### src/rtl/pipeline_hazard_ctrl.sv
// Central hazard/sequencing controller for the 5-stage MIPS pipeline.
// Decides per cycle whether each pipeline register advances, holds or takes
// a bubble, and keeps stall/flush statistics plus a sticky dmem timeout flag.
module pipeline_hazard_ctrl #(
   parameter int unsigned TIMEOUT = 255
) (
   input  logic        clk,
   input  logic        rst_n,
   input  logic        id_valid,
   input  logic [4:0]  id_rs,
   input  logic [4:0]  id_rt,
   input  logic        id_uses_rt,
   input  logic        ex_memread,
   input  logic [4:0]  ex_rd,
   input  logic        ex_branch_taken,
   input  logic        ex_jump,
   input  logic        mem_req,
   input  logic        dmem_ready,
   input  logic        imem_ready,
   output logic        pc_en,
   output logic        ifid_en,
   output logic        idex_en,
   output logic        exmem_en,
   output logic        memwb_en,
   output logic        ifid_flush,
   output logic        idex_flush,
   output logic [1:0]  ctrl_state,
   output logic [15:0] stall_cnt,
   output logic [15:0] flush_cnt,
   output logic        mem_timeout
);

   localparam int unsigned CNT_W  = 16;
   localparam int unsigned WIDE_W = CNT_W + 1;
   localparam logic [CNT_W-1:0]  CNT_MAX   = {CNT_W{1'b1}};
   localparam logic [WIDE_W-1:0] TIMEOUT_W = WIDE_W'(TIMEOUT);

   typedef enum logic [1:0] {
      ST_RUN      = 2'd0,
      ST_FREEZE   = 2'd1,
      ST_REDIRECT = 2'd2,
      ST_STALL    = 2'd3
   } state_e;

   state_e             state_d, state_q;
   logic [CNT_W-1:0]   stall_cnt_d, stall_cnt_q;
   logic [CNT_W-1:0]   flush_cnt_d, flush_cnt_q;
   logic [CNT_W-1:0]   wait_cnt_d, wait_cnt_q;
   logic               mem_timeout_d, mem_timeout_q;

   logic               freeze;
   logic               redirect;
   logic               load_use;
   logic               fetch_wait;
   logic               rd_hits_rs;
   logic               rd_hits_rt;
   logic [WIDE_W-1:0]  wait_next_wide;

   // Raw hazard conditions from the current cycle's inputs.
   always_comb begin
      freeze     = mem_req && !dmem_ready;
      redirect   = ex_branch_taken || ex_jump;
      rd_hits_rs = (ex_rd == id_rs);
      rd_hits_rt = id_uses_rt && (ex_rd == id_rt);
      load_use   = id_valid && ex_memread && (ex_rd != 5'd0) &&
                   (rd_hits_rs || rd_hits_rt);
      fetch_wait = !imem_ready;
   end

   // Priority resolution: freeze > redirect > load-use > fetch wait > run.
   always_comb begin
      state_d    = ST_RUN;
      pc_en      = 1'b1;
      ifid_en    = 1'b1;
      idex_en    = 1'b1;
      exmem_en   = 1'b1;
      memwb_en   = 1'b1;
      ifid_flush = 1'b0;
      idex_flush = 1'b0;

      if (freeze) begin
         state_d  = ST_FREEZE;
         pc_en    = 1'b0;
         ifid_en  = 1'b0;
         idex_en  = 1'b0;
         exmem_en = 1'b0;
         memwb_en = 1'b0;
      end else if (redirect) begin
         state_d    = ST_REDIRECT;
         ifid_flush = 1'b1;
         idex_flush = 1'b1;
      end else if (load_use) begin
         // Hold PC and IF/ID, inject a bubble into EX.
         state_d    = ST_STALL;
         pc_en      = 1'b0;
         ifid_en    = 1'b0;
         idex_flush = 1'b1;
      end else if (fetch_wait) begin
         // No valid fetch word: keep PC, feed a bubble into ID; reported as RUN.
         pc_en      = 1'b0;
         ifid_flush = 1'b1;
      end

      // Nothing moves while reset is held.
      if (!rst_n) begin
         pc_en      = 1'b0;
         ifid_en    = 1'b0;
         idex_en    = 1'b0;
         exmem_en   = 1'b0;
         memwb_en   = 1'b0;
         ifid_flush = 1'b0;
         idex_flush = 1'b0;
      end
   end

   // Saturating statistics and the freeze watchdog.
   always_comb begin
      stall_cnt_d    = stall_cnt_q;
      flush_cnt_d    = flush_cnt_q;
      wait_cnt_d     = '0;
      mem_timeout_d  = mem_timeout_q;
      wait_next_wide = WIDE_W'(wait_cnt_q) + WIDE_W'(1);

      if ((state_d == ST_STALL) && (stall_cnt_q != CNT_MAX)) begin
         stall_cnt_d = stall_cnt_q + CNT_W'(1);
      end
      if ((state_d == ST_REDIRECT) && (flush_cnt_q != CNT_MAX)) begin
         flush_cnt_d = flush_cnt_q + CNT_W'(1);
      end
      if (state_d == ST_FREEZE) begin
         wait_cnt_d = (wait_cnt_q == CNT_MAX) ? CNT_MAX : wait_cnt_q + CNT_W'(1);
         if (wait_next_wide >= TIMEOUT_W) begin
            mem_timeout_d = 1'b1;
         end
      end
   end

   // State and statistics registers.
   always_ff @(posedge clk or negedge rst_n) begin
      if (!rst_n) begin
         state_q       <= ST_RUN;
         stall_cnt_q   <= '0;
         flush_cnt_q   <= '0;
         wait_cnt_q    <= '0;
         mem_timeout_q <= 1'b0;
      end else begin
         state_q       <= state_d;
         stall_cnt_q   <= stall_cnt_d;
         flush_cnt_q   <= flush_cnt_d;
         wait_cnt_q    <= wait_cnt_d;
         mem_timeout_q <= mem_timeout_d;
      end
   end

   // Registered status outputs.
   always_comb begin
      ctrl_state  = state_q;
      stall_cnt   = stall_cnt_q;
      flush_cnt   = flush_cnt_q;
      mem_timeout = mem_timeout_q;
   end

endmodule

### config.mk
export PLATFORM = sky130hd
export DESIGN_NAME = pipeline_hazard_ctrl
export DESIGN_NICKNAME = d
export VERILOG_FILES = /design/src/rtl/pipeline_hazard_ctrl.sv
export SDC_FILE = /design/constraint.sdc
export NUM_CORES = 1
export LEC_CHECK = 0
export ABC_AREA = 0
export CELL_PAD_IN_SITES_DETAIL_PLACEMENT = 1
export CELL_PAD_IN_SITES_GLOBAL_PLACEMENT = 2
export CORE_MARGIN = 2
export CORE_UTILIZATION = 25
export CTS_BUF_LIST = sky130_fd_sc_hd__clkbuf_8
export CTS_CLUSTER_SIZE = 40
export DETAILED_ROUTE_END_ITERATION = 10
export GPL_TIMING_DRIVEN = 1
export MAX_ROUTING_LAYER = met4
export PLACE_DENSITY = 0.69
export REMOVE_ABC_BUFFERS = 1
export SLEW_MARGIN = 20
export SYNTH_ARGS = -nofsm -noshare
export SYNTH_HDL_FRONTEND = slang
export SYNTH_SLANG_ARGS = --single-unit
### constraint.sdc
create_clock -name clk -period 1.8 [get_ports clk]
set_clock_uncertainty 0.15 [all_clocks]
set_input_delay 0.27 -clock clk [delete_from_list [all_inputs] [get_ports clk]]
set_output_delay 0.27 -clock clk [all_outputs]
set_load 0.05 [all_outputs]
==> metrics, run 1 <==
Critical Path, Cell by Cell=dlygate4sd2_1 > xnor2_1 > nand4_1 > o22ai_2 > buf_12 > a21oi_2 > o31a_1 > buf_12; share of flip-flops with an asynchronous set or reset=1.00; clock latency reported for the late side of the worst-skew pair=approximately 0.31 ns; library cell appearing most often on the critical path=buf_12; crit start category=input pin; grt ovf=0; PnR Total Power=0.00334 W; final critical delay including setup and external delays=roughly 2.1 ns; R2R setup slack=-0.15 ns; total global routing track utilization=0.165; Cell Count Post-Placement=577; WL met1=4480 µm; DR pass1 iterations=4; detailed-placement wirelength estimate=7150 µm; Setup Crit Path Kind=in2out; routability-driven placement congestion ratio=0.819; Die Area=0.0124 mm²; CP required=1.38 ns; standard cell core area=between 0.01 and 0.015 mm²; startpoint of the worst-slack reg-to-reg timing path=stall_cnt[0]; nature of the critical path endpoint=output port; minimum setup slack in the final design=-0.283 ns; placement row count=39; total power divided by cell area=between 600 and 700 mW/mm²; setup repair after global routing missed its margin=yes; Syn Inst Count=279; number of buffers on the longest clock path=2; average wire length per cell after detail routing=16.5 µm; max-cap violation count=0; status=finished, violations left; wire length of the first global-routing pass=16200 µm; failing checks=setup timing; family with the most delay on the worst path=buffers and inverters; Die Span Y=111 µm; maximum number of pins on one net before global-route repair=52; synth unique cells=54; upper clock frequency limit=between 400 and 500 MHz; Avg Cell Area, Syn=10.3 µm²; vias in the first global route=roughly 3200; Port Buffers=66; Setup TNS=-3.71 ns; met2 WL post-DR=5080 µm; sum of buffers and inverters on the critical path=3; VDD IR-drop max=between 0.6 and 0.7 mV; boundary pin count=67; Post-synth EDFFs=0; iteration-0 DRC count of the detailed router=56; Die Wd=around 110 µm; effective utilization at floorplan=0.254; WP data arrival=1.66 ns; antenna cells=0; number of nets in the layout=about 490; number of antenna violations at the first check in global routing=0; top flip-flop cell by instance count after synthesis=dfrtp_1; DRC=0; static leakage=2.29 nW; Synth Register Bits=51; worst relative slew slack=0.535; Via-to-Cell Ratio=roughly 4.8; sinks on the clock net=51; CTS Root Buffer Type=clkbuf_8; Worst-path clk slew=0.10 ns; H-tree levels=2; hold crit path type=in2async; Largest stage delay, worst path=0.30 ns; top routing layer in use=met4; origin of the worst setup path=id_rt[4]; actual slew at the worst max-slew pin=approximately 0.7 ns; final hold viol count=0; portion of the clock cycle consumed by the worst path in the final layout=1.16; Max FO, Critical Path=5; growth of design area from synthesis to finish=75.9%; Syn Std Cell Area=0.00287 mm²; ratio of cells with drive above 1 in the final layout=0.540; Worst path slowest cell=o31a_1; number of buffers created by CTS=5; core utilization of the finished layout=0.447; number of nets still failing antenna checks after routing=0; standard cell area after detailed placement=0.00443 mm²; WL met3=307 µm; via count=a little under 3000; total wirelength of the detailed-routed design=9940 µm; number of warnings issued by yosys=0; TritonCTS clock tree=built; pins over their slew limit=0; non-filler cells in the finished layout=602; sequential cell area fraction in the yosys report=0.444; final setup vio count=39; Final Cell Area=0.00506 mm²
## metrics by stage
| stage | setup WS [ns] | hold WS (ns) |
|---|---|---|
| 5_1_grt | -0.424 | 0.0829 |
| 4_1_cts | -0.340 | 0.0664 |
| 3_5_place_dp | -0.767 | 0.361 |
| 2_1_floorplan | -0.988 | -0.176 |
| 3_3_place_gp | -0.731 | 0.345 |
| 6_report | -0.283 | 0.0239 |
## registers in the layout (all words and copies together), names as in the netlist
name	count
flush_cnt	16
wait_cnt_q	16
ctrl_state	2
mem_timeout	1
stall_cnt	16
## layout by cell type, fill, tap and decap left out, types with 6 or more instances in the layout
cell and n:
a21oi_1 8, a21oi_2 9, and3_1 8, buf_12 11, buf_4 127, buf_6 21, clkdlybuf4s50_1 6, dfrtp_1 50
dlygate4sd2_1 10, nand2_1 17, nand3_1 6, nand3_2 9, nand4_1 24, nor2_1 8, xnor2_1 36, xnor2_2 7
xor2_1 8
## cell type report
cell class / instances / area (µm²)
Multi-Input combinational cell: 214 / 1900
Timing Repair Buffer: 181 / 1600
Inverter: 7 / 31.3
Tap cell: 143 / 179
Sequential cell: 51 / 1280
Fill cell: 1281 / 6260
Clock inverter: 1 / 3.75
Clock buffer: 5 / 68.8
## report_power, final
part           leakage (nW)  total [W]  switching, W  internal [W]
Sequential            0.679    0.00133     0.0000780       0.00125
Clock                0.0413   0.000643      0.000387      0.000256
Combinational          1.57    0.00137      0.000816      0.000551
## cells by family after synthesis
family,Yosys count,synth area share
fa+ha+maj,4,0.0174
simple gates,116,0.246
mux,6,0.0218
compound gates,36,0.0910
flops,51,0.444
xor+xnor,51,0.155
buf+inv,15,0.0239
## path summary, 6_finish.rpt
kind	end	cells after the start
max	ifid_flush	8
min	wait_cnt_q[7]	2
max reg2reg	stall_cnt[4]	8
min reg2reg	flush_cnt[5]	1
max in group asynchronous	wait_cnt_q[4]	2
min in group clk	flush_cnt[5]	1
## Yosys cell counts (2+ instances only)
master,instances,share of area
nor2_1,12,0.016
xnor2_1,43,0.13
mux2_2,2,0.0078
o31a_1,2,0.0061
dfrtp_1,51,0.44
or2b_2,2,0.0061
buf_2,2,0.0035
nand3_1,16,0.028
nand2_1,22,0.029
nor4_1,3,0.0065
nor4_4,3,0.022
nand4_1,24,0.052
and4_1,4,0.012
nor3_1,4,0.0070
clkbuf_1,2,0.0026
and2_1,2,0.0044
clkbuf_2,2,0.0035
ha_1,4,0.017
mux2i_1,4,0.014
and3_1,10,0.022
a21oi_1,17,0.030
buf_4,2,0.0052
xor2_1,8,0.024
inv_1,7,0.0091
o21ai_0,2,0.0035
## what timing repair did
action	in CTS	in global routing
pin swaps	50	66
setup endpoints to repair	48	43
buffers inserted	12	12
resized for setup	85	48
hold buffers	0	0
cloned	1	0
## per-layer routing
layer / GRT usage / up-vias
met3: 0.0257 / 7
li1: - / 1372
met5: - / -
met2: 0.276 / 47
met4: 0.0362 / 0
met1: 0.212 / 1461
## worst reg2reg max path, delay by kind of cell, from the launching register on
family / cells / cell delay [ns]
fa+ha+maj: 1 / 0.21
compound gates: 1 / 0.08
buf+inv: 2 / 0.35
xor+xnor: 1 / 0.14
simple gates: 3 / 0.51
flops: 1 / 0.40
(Power assumes the default switching activity.)
==> run 2: changes to the inputs <==
Settings changed: GPL_ROUTABILITY_DRIVEN set to 0.
==> results of run 2 <==
The final DEF is identical to that of run 1; final timing and power are the same.
==> run 3: changes to the inputs <==
--- a/config.mk
+++ b/config.mk
@@ -13,2 +13,3 @@
 export CTS_BUF_LIST = sky130_fd_sc_hd__clkbuf_8
+export CTS_CLUSTER_DIAMETER = 80
 export CTS_CLUSTER_SIZE = 40
--- a/constraint.sdc
+++ b/constraint.sdc
@@ -4,2 +4,2 @@
 set_output_delay 0.27 -clock clk [all_outputs]
-set_load 0.05 [all_outputs]
+set_load 0.1 [all_outputs]
==> run 3 against run 2 <==
Net effect:
- the run still ends with setup timing left
- total power up 26%
- flip-flop and latch count unchanged
- clock power up 15%
- via count down 1.5%
- global-route usage about the same
- maximum frequency down 3.5%
- non-clock buffer count down 5
- combinational power up 55%
- clock-buffer cell count up 2
- critical path type unchanged
==> metrics, run 3 (synthesized netlist as in run 1, its figures left out) <==
via count=2844 (-1.5%); commonest non-fill, non-tap cell in the layout=buf_4; Die Area=0.0124 mm² (unchanged); ratio of cells with drive above 1 in the final layout=0.535 (-0.00522); CP required=1.38 ns (about the same); Port Buffers=66 (unchanged); Setup TNS=-2.74 ns (+0.972 ns); R2R Path End=mem_timeout; number of antenna violations at the first check in global routing=0 (unchanged); number of nets still failing antenna checks after routing=0 (unchanged); actual slew at the worst max-slew pin=0.687 ns (-0.0101 ns); placement row count=39 (unchanged); CTS Root Buffer Type=clkbuf_8; crit path capture=ifid_en; sinks on the clock net=51 (unchanged); portion of the clock cycle consumed by the worst path in the final layout=1.20 (+0.0416); grt ovf=0 (unchanged); hold crit path type=in2async; final hold viol count=0 (unchanged); iteration-0 DRC count of the detailed router=63 (+13%); upper clock frequency limit=463 MHz (-3.5%); most used cells in the layout excluding fill and tap cells=buf_4 (94), dfrtp_1 (50), buf_12 (42); nature of the critical path endpoint=output port; number of cells traversed by the worst register-to-register path=6 (-2); detailed-placement wirelength estimate=7080 µm (-0.94%); static leakage=2.38 nW (+3.8%); Worst-path clk slew=0.09 ns (about the same); Via-to-Cell Ratio=4.75 (-1.0%); Worst path slowest cell=or4_4; worst hold-check slack=0.0741 ns (+0.0502 ns); Critical Path, Cell by Cell=buf_6 > or4_4 > o211ai_4 > inv_2 > buf_6 > a31oi_4 > buf_12; minimum setup slack in the final design=-0.358 ns (-0.0749 ns); failing checks=setup timing; R2R setup slack=-0.20 ns (-0.05 ns); Die Span Y=111 µm (unchanged); standard cell core area=0.0113 mm² (unchanged); vias in the first global route=3107 (-2.7%); total power divided by cell area=769 mW/mm² (+16%); origin of the worst setup path=ex_rd[0]; number of nets in the layout=484 (-1.0%); status=finished, violations left; Largest stage delay, worst path=0.54 ns (+0.24 ns); WL met1=4550 µm (+1.7%); footprint of the multi-input gates=0.00192 mm² (+1.4%); crit start category=input pin; total wirelength of the detailed-routed design=10000 µm (+0.64%); total global routing track utilization=0.165 (about the same); average wire length per cell after detail routing=16.7 µm (+1.1%); Max FO, Critical Path=4 (-1); maximum number of pins on one net before global-route repair=52 (unchanged); clock latency reported for the late side of the worst-skew pair=0.31 ns (about the same); top routing layer in use=met4; final setup vio count=28 (-28%); Setup Crit Path Kind=in2out; library cell appearing most often on the critical path=buf_6; antenna cells=0 (unchanged); pins over their slew limit=0 (unchanged); number of buffers created by CTS=5 (unchanged); VDD IR-drop max=1.31 mV (+92%); core utilization of the finished layout=0.482 (+0.0353); DRC=0 (unchanged); WL met3=295 µm (-3.9%); final critical delay including setup and external delays=2.16 ns (+0.0749 ns); setup repair after global routing missed its margin=yes; wire length of the first global-routing pass=16200 µm (-0.38%); growth of design area from synthesis to finish=89.8%; worst setup timing slack at the placement stage=-0.806 ns (-0.0382 ns); H-tree levels=2 (unchanged); worst relative slew slack=0.542 (+0.00670); non-filler cells in the finished layout=599 (-0.50%); boundary pin count=67 (unchanged); number of hold buffers added after cts=0 (unchanged); TritonCTS clock tree=built; effective utilization at floorplan=0.254 (unchanged); DR pass1 iterations=4 (unchanged); number of buffers on the longest clock path=2 (unchanged); Die Wd=111 µm (unchanged); startpoint of the worst-slack reg-to-reg timing path=wait_cnt_q[0]; max-cap violation count=0 (unchanged); Cell Count Post-Placement=569 (-1.4%); count of filler cells inserted in the layout=1208 (-5.7%); met2 WL post-DR=5070 µm (-0.16%); storage element area=0.00128 mm² (unchanged); WP data arrival=1.74 ns (+0.08 ns)
-- run 3: cell types whose count changed in the layout (fill, tap and decap cells not counted), sizes merged --
cell / change
clkbuf: +1
clkdlybuf4s15: -1
buf: -5
dlygate4sd2: +2
-- run 3: worst min-delay path by stage --
stage	depth (start not counted)	to
3_5_place_dp	2	wait_cnt_q[12]
3_3_place_gp	2	wait_cnt_q[12]
2_1_floorplan	0	ctrl_state[0]
4_1_cts	2	wait_cnt_q[12]
5_1_grt	2	wait_cnt_q[13]
6_report	2	wait_cnt_q[13]
-- run 3: area by class of cell --
cell class              count  area share
well taps                 143      0.0328
inverters                   7     0.00528
repair buffers            176       0.357
flip-flops and latches     51       0.234
clock inverters             1    0.000688
multi-input cells         214       0.353
clock buffers               7      0.0177
-- run 3: critical path, delay by kind of cell --
family,cells,cell delay [ns]
AND/OR/NAND/NOR,1,0.54
buffers and inverters,4,0.52
AO/OA/AOI/OAI,2,0.41
-- run 3: through the flow --
stage | instance area, µm² | power, W
after detailed placement | 4750 | 0.00338
final | 5460 | 0.00419
after CTS | 5140 | 0.00419
after global placement | 4750 | 0.00335
after floorplan | 2830 | 0.00243
after global routing | 5460 | 0.00436
-- run 3: what timing repair did --
item	CTS	global route
gates resized for setup	82	47
setup buffers	8	19
endpoints found under the setup margin	49	50
pin swaps	37	39
gates cloned	1	0
hold endpoints to repair	0	0
-- run 3: per-layer routing --
metal  GRT usage  up-vias
li1            -     1357
met1       0.214     1433
met2       0.274       45
met3      0.0257        9
met4      0.0346        0
met5           -        -
-- run 3: power by group --
part	internal, W	switching (W)	total, W
sequential	0.00125	0.0000751	0.00132
combinational	0.000821	0.00131	0.00213
clock	0.000346	0.000392	0.000738
total	0.00242	0.00178	0.00419
